$ cat config.mk
export PLATFORM = sky130hd
export DESIGN_NAME = vga_pixel_fifo
export DESIGN_NICKNAME = d
export VERILOG_FILES = /design/src/rtl/vga_pixel_fifo_pkg.sv /design/src/rtl/vga_fifo_mem.sv /design/src/rtl/vga_pixel_fifo.sv
export SDC_FILE = /design/constraint.sdc
export NUM_CORES = 1
export LEC_CHECK = 0
export CAP_MARGIN = 40
export CORE_ASPECT_RATIO = 0.7
export CORE_MARGIN = 8
export CORE_UTILIZATION = 55
export DETAILED_ROUTE_END_ITERATION = 12
export MAX_ROUTING_LAYER = met4
export PLACE_DENSITY = 0.85
export SLEW_MARGIN = 40
export SYNTH_ARGS = -nofsm -noshare
export SYNTH_HDL_FRONTEND = slang
export SYNTH_SLANG_ARGS = --single-unit
$ cat constraint.sdc
create_clock -name clk -period 2.9 [get_ports clk]
set_input_delay 0.435 -clock clk [delete_from_list [all_inputs] [get_ports clk]]
set_output_delay 0.435 -clock clk [all_outputs]
set_load 0.02 [all_outputs]
$ cat src/rtl/vga_pixel_fifo_pkg.sv
// Shared VGA width parameters and small FIFO helpers.
package vga_pixel_fifo_pkg;

  localparam int unsigned VgaColorWidth = 4;
  localparam int unsigned VgaDataWidth  = 3 * VgaColorWidth;
  localparam int unsigned VgaFifoDepth  = 16;
  localparam int unsigned VgaAddrWidth  = 4;
  localparam int unsigned VgaLowMark    = 4;

  // Per-cycle FIFO activity, encoded as {pop, push}.
  typedef enum logic [1:0] {
    OpNone = 2'b00,
    OpPush = 2'b01,
    OpPop  = 2'b10,
    OpBoth = 2'b11
  } fifo_op_e;

  function automatic fifo_op_e fifo_op(input logic push, input logic pop);
    return fifo_op_e'({pop, push});
  endfunction

endpackage

$ cat src/rtl/vga_fifo_mem.sv
// Simple dual-port storage: synchronous write, asynchronous read.
// The read data is registered by the parent, so storage needs no reset.
module vga_fifo_mem #(
  parameter int unsigned DATA_WIDTH = 12,
  parameter int unsigned ADDR_WIDTH = 4
) (
  input  logic                  clk,
  input  logic                  wr_en,
  input  logic [ADDR_WIDTH-1:0] wr_addr,
  input  logic [DATA_WIDTH-1:0] wr_data,
  input  logic [ADDR_WIDTH-1:0] rd_addr,
  output logic [DATA_WIDTH-1:0] rd_data
);

  localparam int unsigned Depth = 2 ** ADDR_WIDTH;

  logic [DATA_WIDTH-1:0] mem_q [Depth];

  // Write port.
  always_ff @(posedge clk) begin
    if (wr_en) begin
      mem_q[wr_addr] <= wr_data;
    end
  end

  assign rd_data = mem_q[rd_addr];

endmodule

$ cat src/rtl/vga_pixel_fifo.sv
// Pixel FIFO between a pixel producer and the VGA controller. Pops on pix_en,
// shows black and latches a sticky underflow when starved, flushes on frame_start.
module vga_pixel_fifo
  import vga_pixel_fifo_pkg::*;
#(
  parameter int unsigned DATA_WIDTH = VgaDataWidth,
  parameter int unsigned FIFO_DEPTH = VgaFifoDepth,
  parameter int unsigned ADDR_WIDTH = VgaAddrWidth,
  parameter int unsigned LOW_MARK   = VgaLowMark
) (
  input  logic                  clk,
  input  logic                  rst_n,
  input  logic                  frame_start,
  input  logic                  wr_valid,
  input  logic [DATA_WIDTH-1:0] wr_data,
  output logic                  wr_ready,
  input  logic                  pix_en,
  output logic [DATA_WIDTH-1:0] Data_out,
  output logic [ADDR_WIDTH:0]   level,
  output logic                  almost_empty,
  output logic                  underflow
);

  localparam int unsigned LevelW = ADDR_WIDTH + 1;
  localparam logic [ADDR_WIDTH:0] FullLevel = LevelW'(FIFO_DEPTH);
  localparam logic [ADDR_WIDTH:0] LowLevel  = LevelW'(LOW_MARK);
  localparam logic [ADDR_WIDTH:0] LevelOne  = LevelW'(1);

  logic [ADDR_WIDTH-1:0] wr_ptr_q, wr_ptr_d;
  logic [ADDR_WIDTH-1:0] rd_ptr_q, rd_ptr_d;
  logic [ADDR_WIDTH:0]   level_q, level_d;
  logic [DATA_WIDTH-1:0] data_out_q, data_out_d;
  logic                  underflow_q, underflow_d;

  logic                  push, pop, starve;
  logic [DATA_WIDTH-1:0] rd_data;

  vga_fifo_mem #(
    .DATA_WIDTH(DATA_WIDTH),
    .ADDR_WIDTH(ADDR_WIDTH)
  ) u_mem (
    .clk    (clk),
    .wr_en  (push & rst_n),
    .wr_addr(wr_ptr_q),
    .wr_data(wr_data),
    .rd_addr(rd_ptr_q),
    .rd_data(rd_data)
  );

  // Ready comes from the registered level only: a full FIFO never accepts,
  // even if it is popping in the same cycle.
  assign wr_ready     = (level_q != FullLevel);
  assign almost_empty = (level_q <= LowLevel);
  assign level        = level_q;
  assign Data_out     = data_out_q;
  assign underflow    = underflow_q;

  // Next-state for pointers, level, output word and underflow flag.
  always_comb begin
    push   = wr_valid && wr_ready && !frame_start;
    pop    = pix_en && (level_q != '0) && !frame_start;
    // Starved request: no write-to-read bypass, so a same-cycle push does not help.
    starve = pix_en && (level_q == '0) && !frame_start;

    wr_ptr_d    = wr_ptr_q;
    rd_ptr_d    = rd_ptr_q;
    level_d     = level_q;
    data_out_d  = data_out_q;
    underflow_d = underflow_q;

    if (push) begin
      wr_ptr_d = wr_ptr_q + 1'b1;
    end
    if (pop) begin
      rd_ptr_d   = rd_ptr_q + 1'b1;
      data_out_d = rd_data;
    end
    if (starve) begin
      data_out_d  = '0;
      underflow_d = 1'b1;
    end

    case (fifo_op(push, pop))
      OpPush:  level_d = level_q + LevelOne;
      OpPop:   level_d = level_q - LevelOne;
      default: level_d = level_q;
    endcase

    // Frame flush overrides any same-cycle activity.
    if (frame_start) begin
      wr_ptr_d    = '0;
      rd_ptr_d    = '0;
      level_d     = '0;
      data_out_d  = '0;
      underflow_d = 1'b0;
    end
  end

  // State registers with synchronous active-low reset.
  always_ff @(posedge clk) begin
    if (!rst_n) begin
      wr_ptr_q    <= '0;
      rd_ptr_q    <= '0;
      level_q     <= '0;
      data_out_q  <= '0;
      underflow_q <= 1'b0;
    end else begin
      wr_ptr_q    <= wr_ptr_d;
      rd_ptr_q    <= rd_ptr_d;
      level_q     <= level_d;
      data_out_q  <= data_out_d;
      underflow_q <= underflow_d;
    end
  end

endmodule
==> summary.md <==
| Metric | Value |
|---|---|
| TritonCTS Buffers | `20` |
| Clock network fraction of total power | `41.1%` |
| Die footprint | `19900 um2` |
| Number of remaining DRC errors | `0` |
| Total number of vias | `4313` |
| Main flop type after synthesis | `edfxtp_1` |
| Number of buffers inserted by port buffering | `36` |
| Largest stage delay, worst path | `0.38 ns` |
| Switching power of the nets | `1.15 mW` |
| Clock tree root buffer cell | `clkbuf_16` |
| Antenna viol nets, final | `0` |
| Detailed Route Iter0 Violations | `326` |
| Worst slack at placement | `-0.0903 ns` |
| Fraction of registers with async set or reset after synthesis | `0%` |
| Largest net degree at the start of global routing | `45` |
| Cell-by-cell trace of the critical path | `nor4_4, a21bo_1, or2_2, ha_1, inv_1, fa_1, nor2b_1, o21ai_0, nor4b_1, or3_1, a21oi_1` |
| Launching element type of the critical path | `flip-flop` |
| Ratio of cells with drive above 1 in the final layout | `23.2%` |
| Run status | `complete, no violations` |
| Path category of the worst min-delay check | `reg -> reg` |
| Initial Utilization | `55.8%` |
| Number of different library cells in the post-synthesis netlist | `38` |
| Clk Latency, worst-skew pair | `0.48 ns` |
| CTS clock-pin slew for the worst setup and hold paths | `0.07 ns` |
| Overflow left after global routing | `0` |
| Die X | `165 um` |
| First-pass iteration count of the detailed router | `5` |
| Top achievable clock speed | `0.371 GHz` |
| Average detailed-routed wire length per instance | `22.7 um` |
| Total of flip-flops plus latches after synthesis | `218` |
| Post-route non-filler standard cell count | `734` |
| Initial antenna violation count | `0` |
| Synthesized net count | `475` |
| Fin. Hold Viols | `0` |
| Clock tree from TritonCTS | `done` |
| Area of the placeable core | `15400 um2` |
| Number of cells on the worst reg-to-reg path | `11` |
| Critical path's slowest cell | `dfxtp_1` |
| Portion of total power attributed to combinational logic | `2.2%` |
| Number of enable-type register cells in the synthesized netlist | `192` |
| Pwr/cell area | `603 nW/um2` |
| Clock tree buffer depth | `3` |
| Final wirelength | `16600 um` |
| Top cell type's share of synthesized area | `67.2%` |
| Category of the critical setup timing path | `reg -> reg` |
| Number of stages on the worst setup path | `11` |
| Site row count | `38` |
| Sequential fraction of design power | `56.7%` |
| Synthesized area | `8570 um2` |
| DIE HEIGHT | `120 um` |
| Fin. max-slew vios | `0` |
| Max cap viols | `0` |
| Worst Tran Pin Value | `0.798 ns` |
| Antenna cell count | `0` |
| Internal power contribution | `4.89 mW` |
| Global router's overall resource usage | `17.6%` |
| Count of cells resized by post-cts repair | `0` |
| Cell count after placement | `695` |
| Vias in the first global route | `4553` |
| Ranking of synthesized cells by area | `edfxtp_1 (67%), mux4_2 (13%), dfxtp_1 (6.1%)` |
| Commonest non-fill, non-tap cells in the layout | `edfxtp_1 (192), nor2_1 (51), mux4_2 (48), clkdlybuf4s50_1 (36), buf_4 (34)` |
| Gate family responsible for the most delay along the worst path | `simple AND/OR/NAND/NOR gates` |
| Post-Syn Instances | `448` |
| Final setup violating endpoints | `0` |
| Vias per std cell | `5.88` |
| Number of cells on the worst hold path | `1` |
| Critical Path Sink Type | `flip-flop` |
| Number of H-tree levels | `1` |
| Final nets | `547` |
| Crit path DAT | `3.11 ns` |
| Placer congestion estimate | `0.785` |
| Worst path buffer plus inverter count | `1` |
| Worst endpoint required time | `3.31 ns` |
| Wire length of the first global-routing pass | `25800 um` |
| Least setup slack across all paths after layout | `0.204 ns` |
| Share of the clock period used by the worst path | `93.0%` |
| IO Count | `37` |
| Max-slew headroom | `46.7%` |
| Worst vdd ir | `448 uV` |
| Critical path fanouts, max | `5` |
| Sequential-to-total area share from yosys stat | `73.3%` |
| Mean instance size in the synthesized netlist | `19.1 um2` |
| Area overhead of the layout relative to synthesis | `16.7%` |
| Static Leak | `3.26 nW` |
| Post-Route Skew | `0.0118 ns` |
| Fraction of power spent switching nets | `19.0%` |
| Final critical delay including setup and external delays | `2.70 ns` |
| Number of synthesis warnings | `0` |
| Placed wire-length estimate after detailed placement | `10700 um` |
| Leading cell type in the layout, fill and taps excluded | `edfxtp_1` |
| Leading area contributor after synthesis | `edfxtp_1` |
| CTS Sinks | `218` |
[cell families after synthesis]
group | share of synthesized area [%]
multiplexers | 15.6
flip-flops | 73.3
adder cells (fa/ha/maj) | 1.55
AO/OA/AOI/OAI | 2.25
buffers and inverters | 1.97
AND/OR/NAND/NOR | 4.47
XOR/XNOR | 0.817
[registers in the layout, indices dropped and copies added, names as in the netlist]
name         flops
Data_out        12
level            5
rd_ptr_q         4
u_mem.mem_q    192
underflow        1
wr_ptr_q         4
[cell type report]
type                            instances  area (um2)
Sequential cell                       218        6290
Fill cell                             997        5350
Inverter                                7        26.3
Clock inverter                          4        25.0
Multi-Input combinational cell        200        2140
Timing Repair Buffer                   73         676
Tap cell                              200         250
Clock buffer                           32         597
[cell usage after synthesis (2+ instances only)]
cell,n
xnor2_1,4
nand2b_1,3
nand2_1,7
nor3_1,7
mux2i_1,26
buf_6,6
nand3_1,2
inv_1,7
xor2_1,4
a211o_1,12
a21oi_1,4
edfxtp_1,192
clkbuf_1,9
buf_2,6
dfxtp_1,26
nor2_1,52
o21ai_0,2
ha_1,9
nor2b_1,4
mux4_2,48
[routing by layer]
metal	GRT usage [%]	vias to the layer above	part of all wire [%]
li1	-	1919	-
met1	23.0	2230	42
met2	29.0	146	50
met3	2.99	18	6.6
met4	3.31	0	1.2
met5	-	-	0
[worst reg2reg max path: cells and delay by family (launching register included)]
kind                     cells  cell delay, ns
AO/OA/AOI/OAI                3            0.44
adder cells (fa/ha/maj)      2            0.58
buffers and inverters        1            0.09
flip-flops                   1            0.38
AND/OR/NAND/NOR              5            1.14
[final timing paths]
path / startpoint / slack, ns / end
min reg2reg: Data_out[4] / 0.46 / Data_out[4]
max reg2reg: level[3] / 0.20 / level[4]
max: level[3] / 0.20 / level[4]
min: Data_out[4] / 0.46 / Data_out[4]
[power groups by stage]
stage	combinational (mW)	sequential, mW	clock [mW]
floorplan	0.0424	3.49	0
global placement	0.118	3.49	0
detailed placement	0.127	3.49	0
CTS	0.128	3.43	2.53
global route	0.140	3.42	2.64
finish	0.130	3.43	2.48
[timing repair]
item,4_1_cts,5_1_grt
endpoints found under the hold margin,0,0
buffers inserted,0,3
setup endpoints to repair,0,1
hold buffers,0,0
[per-stage QoR]
stage          power [mW]  instance area [um2]   TNS, ns  util, %  hold slack [ns]
2_1_floorplan        3.54                 8570         0        -            0.519
4_1_cts              6.08                 9980         0     65.0            0.467
5_1_grt              6.21                10000  -0.00408     65.2            0.479
3_5_place_dp         3.62                 9360   -0.0903     61.0            0.452
6_report             6.04                10000         0     65.2            0.463
3_3_place_gp         3.61                 9360         0     61.0            0.442
Power figures use the tool's default switching activity.
